--- config.mk ---
export PLATFORM = sky130hd
export DESIGN_NAME = systolic_pe_acc_flat
export DESIGN_NICKNAME = d
export VERILOG_FILES = /design/src/rtl/systolic_pe_acc_if.sv /design/src/rtl/systolic_pe_acc.sv /design/src/flat_wrapper.sv
export SDC_FILE = /design/constraint.sdc
export NUM_CORES = 1
export LEC_CHECK = 0
export BUFFER_PORTS_ARGS = -buffer_cell sky130_fd_sc_hd__clkbuf_2
export CAP_MARGIN = 20
export CELL_PAD_IN_SITES_DETAIL_PLACEMENT = 1
export CELL_PAD_IN_SITES_GLOBAL_PLACEMENT = 1
export CORE_MARGIN = 5
export CORE_UTILIZATION = 30
export DETAILED_ROUTE_END_ITERATION = 10
export HOLD_SLACK_MARGIN = 0.05
export MAX_ROUTING_LAYER = met4
export PLACE_DENSITY_LB_ADDON = 0.08
export SYNTH_ARGS = -nofsm -noshare
export SYNTH_HDL_FRONTEND = slang
export SYNTH_SLANG_ARGS = --single-unit
--- constraint.sdc ---
create_clock -name clk -period 2.5 [get_ports clk]
set_clock_uncertainty 0.05 [all_clocks]
set_input_delay 0.375 -clock clk [delete_from_list [all_inputs] [get_ports clk]]
set_output_delay 0.375 -clock clk [all_outputs]
set_load 0.01 [all_outputs]
--- src/rtl/systolic_pe_acc_if.sv ---
// Operand, forwarding and result-drain signals of one systolic processing element.
// The driver of the element uses master; the element uses slave.
interface systolic_pe_acc_if #(
  parameter int A_WIDTH   = 8,
  parameter int B_WIDTH   = 8,
  parameter int ACC_WIDTH = 24
);
  logic                 clear;
  logic                 in_valid;
  logic [A_WIDTH-1:0]   a_in;
  logic [B_WIDTH-1:0]   b_in;
  logic [A_WIDTH-1:0]   a_out;
  logic [B_WIDTH-1:0]   b_out;
  logic                 out_valid;
  logic                 res_valid;
  logic                 res_ready;
  logic [ACC_WIDTH-1:0] res_data;
  logic                 res_sat;
  logic                 overrun;

  modport master (
    output clear, in_valid, a_in, b_in, res_ready,
    input  a_out, b_out, out_valid, res_valid, res_data, res_sat, overrun
  );

  modport slave (
    input  clear, in_valid, a_in, b_in, res_ready,
    output a_out, b_out, out_valid, res_valid, res_data, res_sat, overrun
  );
endinterface

--- src/rtl/systolic_pe_acc.sv ---
// Systolic PE: forwards a/b east/south, accumulates a*b over K_DEPTH valid beats,
// then hands the window sum to a one-entry result buffer drained by valid/ready.
module systolic_pe_acc #(
  parameter int A_WIDTH   = 8,
  parameter int B_WIDTH   = 8,
  parameter int ACC_WIDTH = 24,
  parameter int K_DEPTH   = 4,
  parameter bit SIGNED    = 1'b0,
  parameter bit SATURATE  = 1'b0
) (
  input  logic                clk,
  input  logic                rst,
  systolic_pe_acc_if.slave    bus
);

  localparam int PW    = A_WIDTH + B_WIDTH;
  localparam int EW    = ACC_WIDTH + 1;
  localparam int CNT_W = (K_DEPTH > 1) ? $clog2(K_DEPTH) : 1;
  localparam logic [CNT_W-1:0] LAST_BEAT = CNT_W'(K_DEPTH - 1);

  typedef enum logic {
    RES_EMPTY,
    RES_FULL
  } res_state_e;

  // Operand forwarding
  logic [A_WIDTH-1:0] a_out_q;
  logic [B_WIDTH-1:0] b_out_q;
  logic               out_valid_q;

  // NOTE: clocked state uses non-blocking assignments so every register samples pre-edge values.
  always_ff @(posedge clk or posedge rst) begin
    if (rst) begin
      a_out_q     <= '0;
      b_out_q     <= '0;
      out_valid_q <= 1'b0;
    end else begin
      a_out_q     <= bus.a_in;
      b_out_q     <= bus.b_in;
      out_valid_q <= bus.in_valid;
    end
  end

  // Multiply-accumulate datapath
  logic [ACC_WIDTH-1:0]  acc_q, acc_d;
  logic [CNT_W-1:0]      cnt_q, cnt_d;
  logic                  wsat_q, wsat_d;

  logic signed [A_WIDTH:0] a_ext;
  logic signed [B_WIDTH:0] b_ext;
  logic signed [PW+1:0]    prod_full;
  logic signed [EW-1:0]    prod_ext;
  logic signed [EW-1:0]    acc_ext;
  logic signed [EW-1:0]    sum;
  logic                    ovf;
  logic [ACC_WIDTH-1:0]    acc_next;
  logic                    beat;
  logic                    final_beat;

  always_comb begin
    // An extra top bit makes one signed multiply serve both modes.
    a_ext     = {SIGNED & bus.a_in[A_WIDTH-1], bus.a_in};
    b_ext     = {SIGNED & bus.b_in[B_WIDTH-1], b_in_bits()};
    prod_full = a_ext * b_ext;
    prod_ext  = EW'(prod_full);
    acc_ext   = {SIGNED & acc_q[ACC_WIDTH-1], acc_q};
    sum       = acc_ext + prod_ext;
  end

  function automatic logic [B_WIDTH-1:0] b_in_bits();
    return bus.b_in;
  endfunction

  // NOTE: every always_comb output gets a default first, so no path can infer a latch.
  always_comb begin
    ovf      = 1'b0;
    acc_next = sum[ACC_WIDTH-1:0];
    if (SIGNED) begin
      ovf = sum[EW-1] ^ sum[EW-2];
    end else begin
      ovf = sum[EW-1];
    end
    if (SATURATE && ovf) begin
      if (SIGNED) begin
        acc_next = sum[EW-1] ? {1'b1, {(ACC_WIDTH-1){1'b0}}}
                             : {1'b0, {(ACC_WIDTH-1){1'b1}}};
      end else begin
        acc_next = '1;
      end
    end
  end

  assign beat       = bus.in_valid & ~bus.clear;
  assign final_beat = beat & (cnt_q == LAST_BEAT);

  always_comb begin
    acc_d  = acc_q;
    cnt_d  = cnt_q;
    wsat_d = wsat_q;
    if (bus.clear || final_beat) begin
      acc_d  = '0;
      cnt_d  = '0;
      wsat_d = 1'b0;
    end else if (beat) begin
      acc_d  = acc_next;
      cnt_d  = cnt_q + CNT_W'(1);
      wsat_d = wsat_q | ovf;
    end
  end

  always_ff @(posedge clk or posedge rst) begin
    if (rst) begin
      acc_q  <= '0;
      cnt_q  <= '0;
      wsat_q <= 1'b0;
    end else begin
      acc_q  <= acc_d;
      cnt_q  <= cnt_d;
      wsat_q <= wsat_d;
    end
  end

  // Result buffer: one entry, a new window sum may land while the old one drains.
  res_state_e           state_q;
  logic                 res_valid_q;
  logic [ACC_WIDTH-1:0] res_data_q;
  logic                 res_sat_q;
  logic                 overrun_q;

  always_ff @(posedge clk or posedge rst) begin
    if (rst) begin
      state_q     <= RES_EMPTY;
      res_valid_q <= 1'b0;
      res_data_q  <= '0;
      res_sat_q   <= 1'b0;
      overrun_q   <= 1'b0;
    end else begin
      case (state_q)
        RES_EMPTY: begin
          if (final_beat) begin
            state_q     <= RES_FULL;
            res_valid_q <= 1'b1;
            res_data_q  <= acc_next;
            res_sat_q   <= wsat_q | ovf;
          end
        end
        RES_FULL: begin
          if (final_beat) begin
            res_data_q <= acc_next;
            res_sat_q  <= wsat_q | ovf;
            if (!bus.res_ready) begin
              overrun_q <= 1'b1;
            end
          end else if (bus.res_ready) begin
            state_q     <= RES_EMPTY;
            res_valid_q <= 1'b0;
          end
        end
        default: begin
          state_q     <= RES_EMPTY;
          res_valid_q <= 1'b0;
        end
      endcase
      // A cleared cycle never carries a final beat, so this cannot race the set above.
      if (bus.clear) begin
        overrun_q <= 1'b0;
      end
    end
  end

  assign bus.a_out     = a_out_q;
  assign bus.b_out     = b_out_q;
  assign bus.out_valid = out_valid_q;
  assign bus.res_valid = res_valid_q;
  assign bus.res_data  = res_data_q;
  assign bus.res_sat   = res_sat_q;
  assign bus.overrun   = overrun_q;

endmodule

--- src/flat_wrapper.sv ---
// flat-port wrapper written by rule: the top's interface ports become plain ports
module systolic_pe_acc_flat 
#(
  parameter int A_WIDTH   = 8,
  parameter int B_WIDTH   = 8,
  parameter int ACC_WIDTH = 24,
  parameter int K_DEPTH   = 4,
  parameter bit SIGNED    = 1'b0,
  parameter bit SATURATE  = 1'b0
)
  (clk, rst, bus_clear, bus_in_valid, bus_a_in, bus_b_in, bus_res_ready, bus_a_out, bus_b_out, bus_out_valid, bus_res_valid, bus_res_data, bus_res_sat, bus_overrun);
  systolic_pe_acc_if #(.A_WIDTH(A_WIDTH), .B_WIDTH(B_WIDTH), .ACC_WIDTH(ACC_WIDTH)) bus_i ();
  input  logic clk;
  input  logic rst;
  input wire logic [$bits(bus_i.clear)-1:0] bus_clear;
  input wire logic [$bits(bus_i.in_valid)-1:0] bus_in_valid;
  input wire logic [$bits(bus_i.a_in)-1:0] bus_a_in;
  input wire logic [$bits(bus_i.b_in)-1:0] bus_b_in;
  input wire logic [$bits(bus_i.res_ready)-1:0] bus_res_ready;
  output wire logic [$bits(bus_i.a_out)-1:0] bus_a_out;
  output wire logic [$bits(bus_i.b_out)-1:0] bus_b_out;
  output wire logic [$bits(bus_i.out_valid)-1:0] bus_out_valid;
  output wire logic [$bits(bus_i.res_valid)-1:0] bus_res_valid;
  output wire logic [$bits(bus_i.res_data)-1:0] bus_res_data;
  output wire logic [$bits(bus_i.res_sat)-1:0] bus_res_sat;
  output wire logic [$bits(bus_i.overrun)-1:0] bus_overrun;
  assign bus_i.clear = bus_clear;
  assign bus_i.in_valid = bus_in_valid;
  assign bus_i.a_in = bus_a_in;
  assign bus_i.b_in = bus_b_in;
  assign bus_i.res_ready = bus_res_ready;
  assign bus_a_out = bus_i.a_out;
  assign bus_b_out = bus_i.b_out;
  assign bus_out_valid = bus_i.out_valid;
  assign bus_res_valid = bus_i.res_valid;
  assign bus_res_data = bus_i.res_data;
  assign bus_res_sat = bus_i.res_sat;
  assign bus_overrun = bus_i.overrun;
  systolic_pe_acc #(.A_WIDTH(A_WIDTH), .B_WIDTH(B_WIDTH), .ACC_WIDTH(ACC_WIDTH), .K_DEPTH(K_DEPTH), .SIGNED(SIGNED), .SATURATE(SATURATE)) u_core (.clk(clk), .rst(rst), .bus(bus_i));
endmodule
==> results of run 1 <==
layout make-up:
class	count	area [um2]	area share [%]
inverter	59	225	2.60
timing repair buffer	185	1590	18.3
sequential	72	1800	20.8
clock buffer	11	233	2.69
multi-input combinational	447	4470	51.6
clock inverter	5	56.3	0.650
tap	234	293	3.38
worst max-delay path, stage by stage:
cell and delay (ns):
clkbuf_16 0.14, buf_6 0.11, and2_4 0.15, fa_1 0.46, fa_1 0.51, fa_1 0.49, inv_1 0.05, fa_1 0.49
inv_2 0.05, ha_4 0.19, nor3_2 0.10, o211ai_1 0.16, buf_4 0.17, a31o_2 0.20, a21oi_2 0.15, xnor2_1 0.14
ha_1 0.35, nand2_2 0.09, nor2_4 0.13, nand2_4 0.08, o31a_4 0.39, or4_4 0.52, nand3_2 0.08
synth_stat cells (2+ instances only):
cell / count / area (um2)
and4_1: 2 / 17.5
clkbuf_1: 12 / 45.0
o211ai_1: 8 / 60.1
o21ai_0: 40 / 200
xnor2_1: 16 / 140
inv_1: 59 / 221
dfrtp_1: 72 / 1800
a21oi_1: 26 / 130
a211oi_1: 3 / 22.5
or4_1: 3 / 22.5
or3b_2: 2 / 17.5
ha_1: 55 / 688
mux2i_1: 3 / 30.0
a31o_2: 4 / 35.0
xor2_1: 10 / 87.6
nor2_1: 22 / 82.6
and3_1: 5 / 31.3
and2_1: 57 / 357
a211o_1: 2 / 17.5
nand3_1: 10 / 50.1
a31oi_1: 7 / 43.8
a21o_1: 10 / 75.1
o21bai_1: 4 / 30.0
or3_1: 5 / 31.3
a22o_1: 4 / 35.0
o211a_1: 2 / 20.0
o21a_1: 6 / 45.0
fa_1: 37 / 741
or2_2: 5 / 31.3
nand4_1: 3 / 18.8
nand2_1: 66 / 248
nor3_1: 3 / 15.0
nand2b_1: 3 / 18.8
a311o_1: 2 / 20.0
o31ai_1: 5 / 37.5
per-layer routing:
metal | global-route usage (%) | share of wire (%) | vias up
met4 | 5.27 | 1.6 | 0
met5 | - | 0 | -
met3 | 2.19 | 1.8 | 17
met1 | 20.5 | 45 | 2562
met2 | 28.5 | 52 | 39
li1 | - | - | 2370
kinds of logic after synthesis:
| kind of cell | count (synthesis) | synth area share, % |
|---|---|---|
| adders and majority gates | 92 | 25.3 |
| and+or+nand+nor | 192 | 17.5 |
| buffers and inverters | 72 | 4.92 |
| AOI/OAI and AO/OA | 132 | 15.5 |
| muxes | 4 | 0.732 |
| xor gates and xnor gates | 26 | 4.04 |
| DFF | 72 | 31.9 |
power breakdown:
part	internal, mW	total, mW	switching [mW]
Clock	0.775	1.34	0.565
Sequential	1.38	1.52	0.142
Combinational	4.26	8.32	4.06
flip-flops by register name, summed over array words and instances, names as in the netlist, 2 cells and up:
signal,cells
u_core.bus.res_data,24
u_core.acc_q,24
u_core.bus.b_out,8
u_core.bus.a_out,8
u_core.cnt_q,2
stage by stage:
step	power (mW)	setup TNS, ns
after detailed placement	7.37	-114.55
after floorplan	5.17	-85.45
after CTS	9.75	-95.55
after global routing	12.0	-101.47
after global placement	7.20	-111.37
final	11.2	-93.89
repair_timing:
action | in CTS | in global routing
hold endpoints to repair | 28 | 0
hold buffers | 1 | 0
pin swaps | 57 | 75
gates resized for setup | 107 | 87
gates cloned | 1 | 0
setup buffers | 12 | 22
setup endpoints to repair | 44 | 44
path summary, 6_finish.rpt:
kind	endpoint	depth (start not counted)	slack, ns
min	u_core.bus.out_valid	1	0.15
min reg2reg	u_core.bus.res_valid	1	0.42
max reg2reg	u_core.acc_q[16]	9	-0.16
max in group asynchronous	u_core.bus.res_data[16]	4	1.25
min in group asynchronous	u_core.bus.res_data[1]	3	0.55
max	u_core.acc_q[21]	23	-2.84
==> metrics.txt, run 1 <==
Post-layout nets=887; commonest cells after routing, fill and taps aside=buf_4 (86), dfrtp_1 (72), nand2_1 (55), clkbuf_2 (49), inv_1 (48); ys flop type=dfrtp_1; power per standard cell area=1290 nW/um2; outcome=complete, but fails checks; count of non-filler cells in the finished layout=1013; Worst Max-Slew Pin Slew=0.612 ns; most common cell after layout, fill and taps aside=buf_4; worst path arrival time=5.58 ns; Die X=147 um; first-pass GRT wire length=28300 um; Critical Path RT=2.74 ns; H-tree levels=3; Final Hold Viols=0; Synth Warn #=0; initial antenna violation count=0; layout cells sized above 1=43.9%; Final period util=214%; First-pass DRT Iterations=4; die height=147 um; Post-Syn Instances=590; worst-path fanout max=8; CTS max path bufs=2; FMAX=0.187 GHz; setup ws final=-2.84 ns; Max IR drop VDD=0.869 mV; Static Leak=4.21 nW; Hold Crit Class=in2reg; Setup Viol. Count Final=44; DR WL/cell=17.1 um; Yosys cell types=52; Core ar.=18600 um2; min cycle time layout=5.34 ns; Detailed Place HPWL=12400 um; IO Count=65; Seq/Total Area, Yosys=31.9%; Post-route DRC=0; vias in the first global route=5507; placed cell count=965; Avg Cell Area, Syn=9.56 um2; n_diodes=0; Clock Latency Late Sink=0.35 ns; failing checks=negative setup slack; Layout Utilization=46.6%; I/O Buffers=64; Worst Setup SP=bus_b_in[4]; CTS tree=yes; remaining antenna violation count after routing=0; GRT Total Usage=16.7%; Setup crit end kind=flop; Fillers=2033; site row count=50; slew margin rel.=59.2%; max cap viols=0; pin count of the biggest net entering global routing=33; Post-synth EDFFs=0; CTS root buffer=clkbuf_16; reg2reg start=u_core.acc_q[0]; Setup CP Type=in2reg; startpoint types=primary input; initial drt markers=155; dpl ws=-3.27 ns; RSZ-0062 raised after global routing=true; Layout Area Growth over Synthesis=53.7%; Post-Syn Area=5640 um2; Slew Viols, Final=0; synthesized flop and latch total=72; GPL Wtd Cong=0.826; hold_ws=0.154 ns; Hold Crit Start=bus_in_valid; final instance area=8670 um2; Initial Utilization=30.4%; TritonCTS Buffers=9; Via density=4.92; Via Count=4988; total wire length=17400 um; Die ar.=21600 um2; grt ovf=0; Reg clk slew, reported paths=0.06 ns; Placed Area=7230 um2; CTS sink count=72; post-synth net total=703; async set-reset flop share out of synthesis=100%
(Power assumes the default switching activity.)
==> run 2, diff against run 1 <==
--- a/config.mk
+++ b/config.mk
@@ -5,12 +5,14 @@
 export SDC_FILE = /design/constraint.sdc
 export NUM_CORES = 1
 export LEC_CHECK = 0
+export ABC_CLOCK_PERIOD_IN_PS = 2500
 export BUFFER_PORTS_ARGS = -buffer_cell sky130_fd_sc_hd__clkbuf_2
 export CAP_MARGIN = 20
 export CELL_PAD_IN_SITES_DETAIL_PLACEMENT = 1
 export CELL_PAD_IN_SITES_GLOBAL_PLACEMENT = 1
 export CORE_MARGIN = 5
 export CORE_UTILIZATION = 30
+export CTS_BUF_LIST = sky130_fd_sc_hd__clkbuf_4 sky130_fd_sc_hd__clkbuf_8 sky130_fd_sc_hd__clkbuf_16
 export DETAILED_ROUTE_END_ITERATION = 10
 export HOLD_SLACK_MARGIN = 0.05
 export MAX_ROUTING_LAYER = met4
==> metrics.txt, run 2 (synthesized netlist as in run 1, its figures left out) <==
outcome=complete, but fails checks; failing checks=negative setup slack; detailed-route wire length on metal 1=7780 um; Final period util=214%; Worst Max-Slew Pin Slew=0.613 ns; remaining antenna violation count after routing=0; FMAX=0.187 GHz; power per standard cell area=1290 nW/um2; Detailed Place HPWL=12400 um; die height=147 um; Top cell by count, worst path=fa_1; GRT Total Usage=16.7%; DR top layer=met4; Hold Crit Start=bus_in_valid; CTS tree=yes; H-tree levels=3; Static Leak=4.21 nW; initial antenna violation count=0; CTS root buffer=clkbuf_16; Layout Area Growth over Synthesis=53.8%; TritonCTS Buffers=9; I/O Buffers=64; commonest cells after routing, fill and taps aside=buf_4 (86), dfrtp_1 (72), nand2_1 (55), clkbuf_2 (49), inv_1 (48); First-pass DRT Iterations=4; Die ar.=21600 um2; Via density=4.91; Post-layout nets=887; most common cell after layout, fill and taps aside=buf_4; Final Hold Viols=0; min cycle time layout=5.34 ns; CTS sink count=72; reg2reg start=u_core.acc_q[0]; Hold Crit Class=in2reg; DR WL met3=317 um; Slew Viols, Final=0; R2R depth=9; first-pass GRT wire length=28300 um; Post-route DRC=0; slew margin rel.=59.1%; Setup CP Type=in2reg; Hold Path Cell Cnt=1; DR WL/cell=17.2 um; initial drt markers=136; Initial Utilization=30.4%; wire length on met2=9000 um; n_diodes=0; final instance area=8670 um2; reg2reg end=u_core.acc_q[16]; R2R Setup Slk=-0.17 ns; CP peak stage delay=0.52 ns; total wire length=17400 um; CTS max path bufs=2; Die X=147 um; Layout Utilization=46.7%; setup ws final=-2.84 ns; Clock Latency Late Sink=0.35 ns; max cap viols=0; layout cells sized above 1=44.2%; Sequential Area=1800 um2; pin count of the biggest net entering global routing=33; Setup crit end kind=flop; Fillers=2032; RSZ-0062 raised after global routing=true; IO Count=65; vias in the first global route=5506; total power=11.2 mW; Core ar.=18600 um2; Endpoint, Worst Hold=u_core.bus.out_valid; crit-path cells=clkbuf_16 > buf_6 > and2_4 > fa_1 > fa_1 > fa_1 > inv_1 > fa_1 > inv_2 > ha_4 > nor3_2 > o211ai_1 > buf_4 > a31o_2 > a21oi_2 > xnor2_1 > ha_1 > nand2_2 > nor2_4 > nand2_4 > o31a_4 > or4_4 > nand3_2; Max stage delay cell, worst path=or4_4; worst-path fanout max=8; worst path arrival time=5.58 ns; Critical Path RT=2.74 ns; Max IR drop VDD=0.875 mV; GPL Wtd Cong=0.826; Reg clk slew, reported paths=0.06 ns; Placed Area=7230 um2; Multi-input gate area=4470 um2; grt ovf=0; startpoint types=primary input; Setup Viol. Count Final=44; site row count=50; Via Count=4977
run 2: cell counts in the layout (fill, tap and decap cells not counted):
No cell type changed its count.
run 2: where the power goes:
part | total (mW) | switching [mW] | internal [mW]
Combinational | 8.32 | 4.06 | 4.26
Clock | 1.36 | 0.563 | 0.796
Sequential | 1.52 | 0.142 | 1.38
run 2: cell type report:
| class | instances | share of cell area [%] |
|---|---|---|
| multi-input cells | 447 | 51.5 |
| flip-flops and latches | 72 | 20.8 |
| repair buffers | 185 | 18.3 |
| well taps | 234 | 3.38 |
| clock buffers | 11 | 2.77 |
| inverters | 59 | 2.60 |
| clock inverters | 5 | 0.649 |
run 2: worst max-delay path, delay by kind of cell:
kind / cells / cell delay, ns
buffers and inverters: 5 / 0.52
AO/OA/AOI/OAI: 4 / 0.90
adder cells (fa/ha/maj): 6 / 2.48
XOR/XNOR: 1 / 0.14
AND/OR/NAND/NOR: 7 / 1.15
run 2: metal layers:
layer / global-route usage, % / vias to the layer above
met4: 5.27 / 0
met3: 2.28 / 17
met5: - / -
met1: 20.5 / 2549
li1: - / 2373
met2: 28.5 / 38
run 2: how the worst max path moves through the flow:
stage                             to  slack [ns]  cells past startpoint   startpoint
CTS                 u_core.acc_q[18]       -2.83                     23  bus_a_in[3]
finish              u_core.acc_q[21]       -2.84                     23  bus_b_in[4]
floorplan           u_core.acc_q[17]       -2.66                     21  bus_a_in[3]
global placement    u_core.acc_q[16]       -3.15                     22  bus_a_in[2]
global route        u_core.acc_q[21]       -3.03                     22  bus_b_in[3]
detailed placement  u_core.acc_q[16]       -3.27                     22  bus_a_in[2]
run 2: metrics by stage:
stage	cells	hold slack, ns	setup TNS, ns	setup WS, ns
finish	1013	0.153	-93.95	-2.84
global route	1013	0.152	-101.39	-3.03
CTS	994	0.144	-95.51	-2.83
detailed placement	965	0.402	-114.55	-3.27
global placement	965	0.376	-111.37	-3.15
floorplan	590	0.356	-85.45	-2.66
run 2: repair_timing:
item,CTS,global route
setup endpoints to repair,44,44
gates cloned,1,0
endpoints found under the hold margin,28,0
gates resized for setup,107,87
hold buffers,1,0
setup buffers,12,22
pin swaps,57,75
==> run 3, diff against run 2 <==
==> constraint.sdc (replaced) <==
create_clock -name clk -period 2.5 [get_ports clk]
set_clock_uncertainty 0.05 [all_clocks]
set_input_delay 0.25 -clock clk [delete_from_list [all_inputs] [get_ports clk]]
set_output_delay 0.25 -clock clk [all_outputs]
set_load 0.01 [all_outputs]
==> metrics.txt, run 3 (synthesized netlist as in run 1, its figures left out) <==
Die X=147 um; Hold Crit Start=bus_b_in[1]; Max stage delay cell, worst path=fa_1; DR WL/cell=17.2 um; GRT Total Usage=17.2%; layout cells sized above 1=46.5%; pin count of the biggest net entering global routing=33; Setup Viol. Count Final=42; Top cell by count, worst path=fa_1; Worst Setup SP=bus_a_in[2]; total wire length=17600 um; remaining antenna violation count after routing=0; H-tree levels=3; Initial Utilization=30.4%; power per standard cell area=1380 nW/um2; worst-path fanout max=6; CTS sink count=72; Detailed Place HPWL=13000 um; commonest cells after routing, fill and taps aside=buf_4 (101), dfrtp_1 (72), nand2_1 (56), clkbuf_2 (51), inv_1 (44); site row count=50; startpoint types=primary input; n_diodes=0; Static Leak=4.29 nW; Core ar.=18600 um2; count of non-filler cells in the finished layout=1024; First-pass DRT Iterations=4; outcome=complete, but fails checks; Slew Viols, Final=0; failing checks=negative setup slack; slew margin rel.=42.6%; Post-layout nets=898; Final period util=206%; initial drt markers=152; Setup CP Type=in2reg; Via Count=4980; placed cell count=967; setup ws final=-2.64 ns; Worst Max-Slew Pin Slew=0.857 ns; R2R Setup Slk=-0.05 ns; Sequential Area=1800 um2; max cap viols=0; Layout Area Growth over Synthesis=55.2%; Setup crit end kind=flop; die height=147 um; vias in the first global route=5617; Critical Path RT=2.73 ns; IO Count=65; worst path arrival time=5.37 ns; FMAX=0.194 GHz; grt ovf=0; Multi-input gate area=4530 um2; I/O Buffers=64; CTS max path bufs=2; CP peak stage delay=0.54 ns; min cycle time layout=5.14 ns; TritonCTS Buffers=9; Post-route DRC=0; Fillers=2037; Hold Crit Class=in2reg; Max IR drop VDD=0.734 mV; CTS tree=yes; Via density=4.86; CTS root buffer=clkbuf_16; total power=12.1 mW; initial antenna violation count=0; Clock Latency Late Sink=0.35 ns; reg2reg start=u_core.acc_q[0]; GPL Wtd Cong=0.848; CP bufs+invs=6; Die ar.=21600 um2; hold_ws=0.0823 ns; first-pass GRT wire length=29300 um; most common cell after layout, fill and taps aside=buf_4; Final Hold Viols=0; crit-path cells=clkbuf_16 > nand2_8 > fa_1 > fa_1 > inv_2 > fa_1 > inv_2 > fa_1 > inv_2 > ha_4 > nand2_1 > o211ai_1 > buf_4 > a31o_2 > a21oi_4 > xnor2_2 > ha_4 > buf_4 > and4_4 > or2_4 > a311o_1 > o21a_1 > o21ai_1; RSZ-0062 raised after global routing=true; delay-heaviest family, CP=adder cells; Reg clk slew, reported paths=0.06 ns
[run 3: routing by layer]
layer / up-vias / wire length [um] / GRT usage (%)
li1: 2395 / - / -
met1: 2511 / 7840 / 21.8
met2: 54 / 9160 / 29.1
met3: 20 / 405 / 2.28
met4: 0 / 243 / 4.66
met5: - / 0 / -
[run 3: worst register-to-register path: stages (launching register included)]
cell,delay (ns)
dfrtp_1,0.39
ha_1,0.23
fa_1,0.41
a211oi_1,0.26
o21bai_2,0.15
a22o_4,0.28
a311o_1,0.40
o21a_1,0.20
o21ai_1,0.12
[run 3: final cells by class]
type	instances	area share [%]
Clock inverter	6	0.843
Tap cell	234	3.34
Timing Repair Buffer	196	18.2
Multi-Input combinational cell	447	51.7
Sequential cell	72	20.6
Clock buffer	10	2.73
Inverter	59	2.57
[run 3: final timing paths]
kind / to / cells after the start
worst max register to register: u_core.acc_q[16] / 8
worst max-delay path: u_core.acc_q[16] / 23
min in group asynchronous: u_core.acc_q[6] / 3
max in group asynchronous: u_core.bus.res_data[22] / 4
worst min register to register: u_core.bus.res_valid / 1
worst min-delay path: u_core.bus.b_out[1] / 1
[run 3: where the power goes]
part,internal [mW],switching (mW)
clock,0.815,0.580
combinational,4.85,4.33
sequential,1.37,0.144
[run 3: metrics by stage]
stage               area (um2)  util (%)  setup TNS, ns  setup WS, ns
global route              8750      47.1         -97.80         -2.85
global placement          7210      38.8        -104.85         -2.94
finish                    8750      47.1         -90.73         -2.64
floorplan                 5980         -         -80.20         -2.53
CTS                       8240      44.3         -90.55         -2.59
detailed placement        7210      38.8        -109.73         -3.08
[run 3: timing repair]
item / in CTS / in global routing
gates cloned: 1 / 0
setup buffers: 22 / 23
pin swaps: 65 / 58
hold endpoints to repair: 31 / 0
gates resized for setup: 118 / 81
hold buffers: 2 / 0
setup endpoints to repair: 44 / 44
